<file path="src/rtl/ps2_pkg.sv">
// Shared PS/2 definitions: transmitter FSM states, frame constants and common scan codes.
package ps2_pkg;

   typedef enum logic [2:0] {
      ST_IDLE,
      ST_LOAD,
      ST_HIGH,
      ST_LOW,
      ST_GAP
   } ps2_tx_state_t;

   localparam int   PS2_FRAME_BITS = 11;
   localparam logic PS2_START      = 1'b0;
   localparam logic PS2_STOP       = 1'b1;

   localparam logic [7:0] PS2_BREAK = 8'hF0;
   localparam logic [7:0] PS2_EXT   = 8'hE0;

   // PS/2 parity makes the total count of ones across data plus parity odd.
   function automatic logic odd_parity(input logic [7:0] data);
      return ~(^data);
   endfunction

endpackage

</file>
<file path="src/rtl/sync_fifo.sv">
// Single-clock first-word-fall-through FIFO with synchronous reset, full/empty flags and count.
module sync_fifo #(
   parameter int WIDTH = 8,
   parameter int DEPTH = 8
) (
   input  logic                     clk,
   input  logic                     rst,
   input  logic                     push,
   input  logic [WIDTH-1:0]         push_data,
   input  logic                     pop,
   output logic [WIDTH-1:0]         pop_data,
   output logic                     full,
   output logic                     empty,
   output logic [$clog2(DEPTH):0]   count
);

   localparam int AW = $clog2(DEPTH);
   localparam int CW = AW + 1;

   logic [WIDTH-1:0] mem [DEPTH];
   logic [AW-1:0]    wr_ptr;
   logic [AW-1:0]    rd_ptr;
   logic             do_push;
   logic             do_pop;

   assign full     = (count == CW'(DEPTH));
   assign empty    = (count == '0);
   assign do_push  = push && !full;
   assign do_pop   = pop && !empty;
   assign pop_data = mem[rd_ptr];

   // Storage carries no reset so it can map onto distributed or block RAM.
   always_ff @(posedge clk) begin
      if (do_push) begin
         mem[wr_ptr] <= push_data;
      end
   end

   always_ff @(posedge clk) begin
      if (rst) begin
         wr_ptr <= '0;
         rd_ptr <= '0;
         count  <= '0;
      end else begin
         if (do_push) begin
            wr_ptr <= wr_ptr + 1'b1;
         end
         if (do_pop) begin
            rd_ptr <= rd_ptr + 1'b1;
         end
         count <= count + CW'(do_push) - CW'(do_pop);
      end
   end

endmodule

</file>
<file path="src/rtl/ps2_kbd_tx.sv">
// Device-side PS/2 keyboard transmitter: buffers scan-code bytes and serializes each
// as an 11-bit frame on the device-driven ps2_clk/ps2_data pair.
module ps2_kbd_tx
   import ps2_pkg::*;
#(
   parameter int CLK_DIV    = 4,
   parameter int FIFO_DEPTH = 8
) (
   input  logic       clk,
   input  logic       rst,
   input  logic [7:0] in_data,
   input  logic       in_valid,
   output logic       in_ready,
   output logic       ps2_clk,
   output logic       ps2_data,
   output logic       busy
);

   localparam int PW = $clog2(2 * CLK_DIV);
   localparam int CW = $clog2(FIFO_DEPTH) + 1;
   localparam logic [PW-1:0] PHASE_LAST = PW'(CLK_DIV - 1);
   localparam logic [PW-1:0] GAP_LAST   = PW'(2 * CLK_DIV - 1);
   localparam logic [3:0]    LAST_BIT   = 4'(PS2_FRAME_BITS - 1);

   ps2_tx_state_t   state;
   logic [PW-1:0]   phase;
   logic [3:0]      bit_cnt;
   logic [10:0]     shift_reg;

   logic            push;
   logic            pop;
   logic [7:0]      fifo_data;
   logic            fifo_full;
   logic            fifo_empty;
   logic [CW-1:0]   fifo_count;
   logic [CW-1:0]   count_next;
   logic [10:0]     frame;

   assign in_ready   = !fifo_full && !rst;
   assign push       = in_valid && in_ready;
   assign pop        = (state == ST_LOAD);
   assign count_next = fifo_count + CW'(push) - CW'(pop);
   assign frame      = {PS2_STOP, odd_parity(fifo_data), fifo_data, PS2_START};

   sync_fifo #(
      .WIDTH (8),
      .DEPTH (FIFO_DEPTH)
   ) u_fifo (
      .clk       (clk),
      .rst       (rst),
      .push      (push),
      .push_data (in_data),
      .pop       (pop),
      .pop_data  (fifo_data),
      .full      (fifo_full),
      .empty     (fifo_empty),
      .count     (fifo_count)
   );

   // The shift register holds the bits still to be sent; ps2_data is the bit on the wire,
   // so each advance moves the register LSB onto the line and back-fills with idle-high.
   always_ff @(posedge clk) begin
      if (rst) begin
         state     <= ST_IDLE;
         phase     <= '0;
         bit_cnt   <= '0;
         shift_reg <= '1;
         ps2_clk   <= 1'b1;
         ps2_data  <= 1'b1;
         busy      <= 1'b0;
      end else begin
         unique case (state)
            ST_IDLE: begin
               phase <= '0;
               if (!fifo_empty) begin
                  state <= ST_LOAD;
                  busy  <= 1'b1;
               end else begin
                  busy  <= push;
               end
            end

            ST_LOAD: begin
               shift_reg <= {1'b1, frame[10:1]};
               ps2_data  <= frame[0];
               ps2_clk   <= 1'b1;
               bit_cnt   <= '0;
               phase     <= '0;
               busy      <= 1'b1;
               state     <= ST_HIGH;
            end

            ST_HIGH: begin
               if (phase == PHASE_LAST) begin
                  phase   <= '0;
                  ps2_clk <= 1'b0;
                  state   <= ST_LOW;
               end else begin
                  phase   <= phase + 1'b1;
               end
            end

            ST_LOW: begin
               if (phase == PHASE_LAST) begin
                  phase   <= '0;
                  ps2_clk <= 1'b1;
                  if (bit_cnt < LAST_BIT) begin
                     bit_cnt               <= bit_cnt + 1'b1;
                     {shift_reg, ps2_data} <= {1'b1, shift_reg};
                     state                 <= ST_HIGH;
                  end else begin
                     ps2_data <= 1'b1;
                     state    <= ST_GAP;
                  end
               end else begin
                  phase <= phase + 1'b1;
               end
            end

            ST_GAP: begin
               if (phase == GAP_LAST) begin
                  phase <= '0;
                  state <= ST_IDLE;
                  busy  <= (count_next != '0);
               end else begin
                  phase <= phase + 1'b1;
               end
            end

            default: begin
               state <= ST_IDLE;
            end
         endcase
      end
   end

endmodule

</file>
<file path="config.mk">
export PLATFORM = sky130hd
export DESIGN_NAME = ps2_kbd_tx
export DESIGN_NICKNAME = d
export VERILOG_FILES = /design/src/rtl/ps2_pkg.sv /design/src/rtl/sync_fifo.sv /design/src/rtl/ps2_kbd_tx.sv
export SDC_FILE = /design/constraint.sdc
export NUM_CORES = 1
export LEC_CHECK = 0
export BUFFER_PORTS_ARGS = -buffer_cell sky130_fd_sc_hd__buf_4
export CAP_MARGIN = 20
export CORE_MARGIN = 4
export CORE_UTILIZATION = 55
export DETAILED_ROUTE_END_ITERATION = 8
export PLACE_DENSITY = 0.72
export SLEW_MARGIN = 20
export SYNTH_ARGS = -nofsm -noshare
export SYNTH_HDL_FRONTEND = slang
export SYNTH_SLANG_ARGS = --single-unit
</file>
<file path="constraint.sdc">
create_clock -name clk -period 7.2 [get_ports clk]
set_clock_uncertainty 0.15 [all_clocks]
set_input_delay 0.36 -clock clk [delete_from_list [all_inputs] [get_ports clk]]
set_output_delay 0.36 -clock clk [all_outputs]
set_load 0.02 [all_outputs]
</file>
==> flow_metrics.tcl <==
set metrics [dict create \
    n_fill_cell 562 \
    crit_type "register to register" \
    synth_cells 305 \
    cts_setup_buffers 0 \
    swShare 0.311 \
    nets 350 \
    via_per_inst 5.57 \
    largest_reg_flops 64 \
    grtUsageMet3 0.0555 \
    grt_setup_unrepaired "no" \
    cts_root_buf "clkbuf_8" \
    cts_buffers 9 \
    place_congestion 0.741 \
    cts_tree "built" \
    fp-row-count 31 \
    drtAntennaViolNets 0 \
    required_ns 7.33 \
    clkSinkCount 99 \
    fin_crit_ns 2.90 \
    routedWlPerCell_um 16.8 \
    chipWidth_um 96.3 \
    holdCritPathClass "primary input to register" \
    ys.flop_type "edfxtp_1" \
    p_leak_nw 1.67 \
    fmax_mhz 345 \
    met1_usage 0.220 \
    io_buffer_count 14 \
    end_kind "register" \
    grt_pass1_vias 2390 \
    busiest_layer "met2" \
    ios 15 \
    ctsHoldBuffers 0 \
    maxSlewViolCount 0 \
    async_flop_share 0 \
    syn_to_final_growth_pct 9.47 \
    worstMarginPinSlew_ns 0.984 \
    dieArea_um2 9280 \
    clkPwrFrac 0.229 \
    n_antenna_cell 0 \
    start_kind "register" \
    power_switching_w 0.000452 \
    ys_seq_area_frac 0.611 \
    die_h_um 96.3 \
    drcViolationCount 0 \
    outcome "complete, no violations" \
    period_share 0.403 \
    setup_viol_count_final 0 \
    yosys_warnings 0 \
    gr-total-overflow 0 \
    grtUsageMet2 0.296 \
    htreeDepth 3 \
    drv_cap 0 \
    clkLatencyLatePin_ns 0.36 \
    synth_edf_count 64 \
    finalPower_w 0.00145 \
    cts_resized 0 \
    power.internal_w 0.00100 \
    drt-pass1-iter-count 4 \
    grt_pass1_wl_mm 12.1 \
    synthDistinctLibCells 40 \
    maxSlewHeadroom 0.343 \
    hold_viol 0 \
    start_util 0.579 \
    peakVddDrop_v 0.000186 \
    initialDrtViolationCount 92 \
    critPathMaxFanout 8 \
    hpwl_mm 4.87 \
    cp_data_arrival_time_ns 3.03 \
    ys_ff_latch 99 \
    grt_use_total 0.176 \
    final_common_cell "edfxtp_1" \
    vias 2368 \
    setup_tns_ns 0 \
    final_cell_mix "64 x edfxtp_1, 35 x dfxtp_1, 32 x nor2_1" \
    grt_start_max_net_pins 33 \
    syn_area_um2 4290 \
    avgSynthCellArea_um2 14.1 \
    seq_power_share 0.494 \
    clockBufferDepth 2 \
    drive_gt1_frac 0.187 \
    antenna_found_initial 0 \
    path_clk_slew_ns 0.10 \
    synth_nets 334 \
    coreArea_um2 7410 \
    combPwrFrac 0.277 \
    totalWireLength_mm 7.14 \
    power.density_nw_per_um2 309 \
]
-- stage by stage --
step,worst slack (ns),instances,instance area [µm²],util,hold WS (ns)
after floorplan,4.44,305,4290,-,0.284
after global placement,4.00,409,4510,0.609,0.293
after detailed placement,4.32,409,4520,0.610,0.299
after CTS,4.29,425,4700,0.634,0.0674
after global routing,4.06,425,4700,0.634,0.0560
final,4.30,425,4700,0.634,0.0818
-- worst max-delay path: stages, from the launching register on --
cell	delay, ns
dfxtp_1	0.39
nor2_1	0.28
a21oi_1	0.14
nand2_1	0.30
inv_1	0.21
ha_1	0.26
inv_1	0.07
fa_1	0.40
nand4b_1	0.11
nor3_1	0.06
a41o_1	0.21
a211oi_1	0.23
-- synthesized netlist by cell type, types with 3 or more instances --
cell	instances	area (µm²)
a21oi_1	11	55.1
o21ai_0	4	20.0
a211oi_1	3	22.5
nand3_1	4	20.0
nor2_1	32	120
xnor2_1	11	96.3
mux4_2	10	225
nand2_1	10	37.5
edfxtp_1	64	1920
inv_1	20	75.1
a211o_1	8	70.1
xor2_1	6	52.6
clkbuf_1	12	45.0
mux2i_1	10	100
dfxtp_1	35	701
mux2_2	8	90.1
mux4_1	6	158
ha_1	16	200
nor3_1	4	20.0
-- cell families (layout without fill, tap and decap cells) --
family	after synthesis	in the layout	share of synthesized area
xor gates and xnor gates	17	17	0.0347
adders and majority gates	18	18	0.0560
and+or+nand+nor	65	65	0.0708
buffers and inverters	36	57	0.0364
muxes	34	34	0.133
DFF	99	99	0.611
AOI/OAI and AO/OA	36	36	0.0577
-- power by group through the flow --
stage / clock network [W] / logic (W) / registers, W
after global placement: 0 / 0.000397 / 0.000729
after CTS: 0.000341 / 0.000408 / 0.000719
final: 0.000332 / 0.000403 / 0.000718
after global routing: 0.000369 / 0.000451 / 0.000728
after detailed placement: 0 / 0.000404 / 0.000732
after floorplan: 0 / 0.000353 / 0.000701
-- per-layer routing --
layer / wire length [µm] / part of all wire
met1: 3160 / 0.44
met2: 3600 / 0.50
met3: 268 / 0.038
met4: 108 / 0.015
met5: 0 / 0
-- cell type report --
| type | instances | area [µm²] | share of cell area |
|---|---|---|---|
| well taps | 99 | 124 | 0.0264 |
| flip-flops and latches | 99 | 2620 | 0.558 |
| clock inverters | 7 | 58.8 | 0.0125 |
| clock buffers | 9 | 124 | 0.0264 |
| multi-input cells | 170 | 1540 | 0.327 |
| repair buffers | 21 | 158 | 0.0335 |
| inverters | 20 | 75.1 | 0.0160 |
-- path summary, 6_finish.rpt --
path | endpoint | startpoint | slack (ns) | cells after the start
worst max-delay path | busy | u_fifo.count[1] | 4.30 | 11
worst min-delay path | u_fifo.mem[0][0] | in_data[0] | 0.08 | 1
worst max register to register | busy | u_fifo.count[1] | 4.30 | 11
worst min register to register | shift_reg[1] | shift_reg[1] | 0.32 | 1
(Power assumes the default switching activity.)
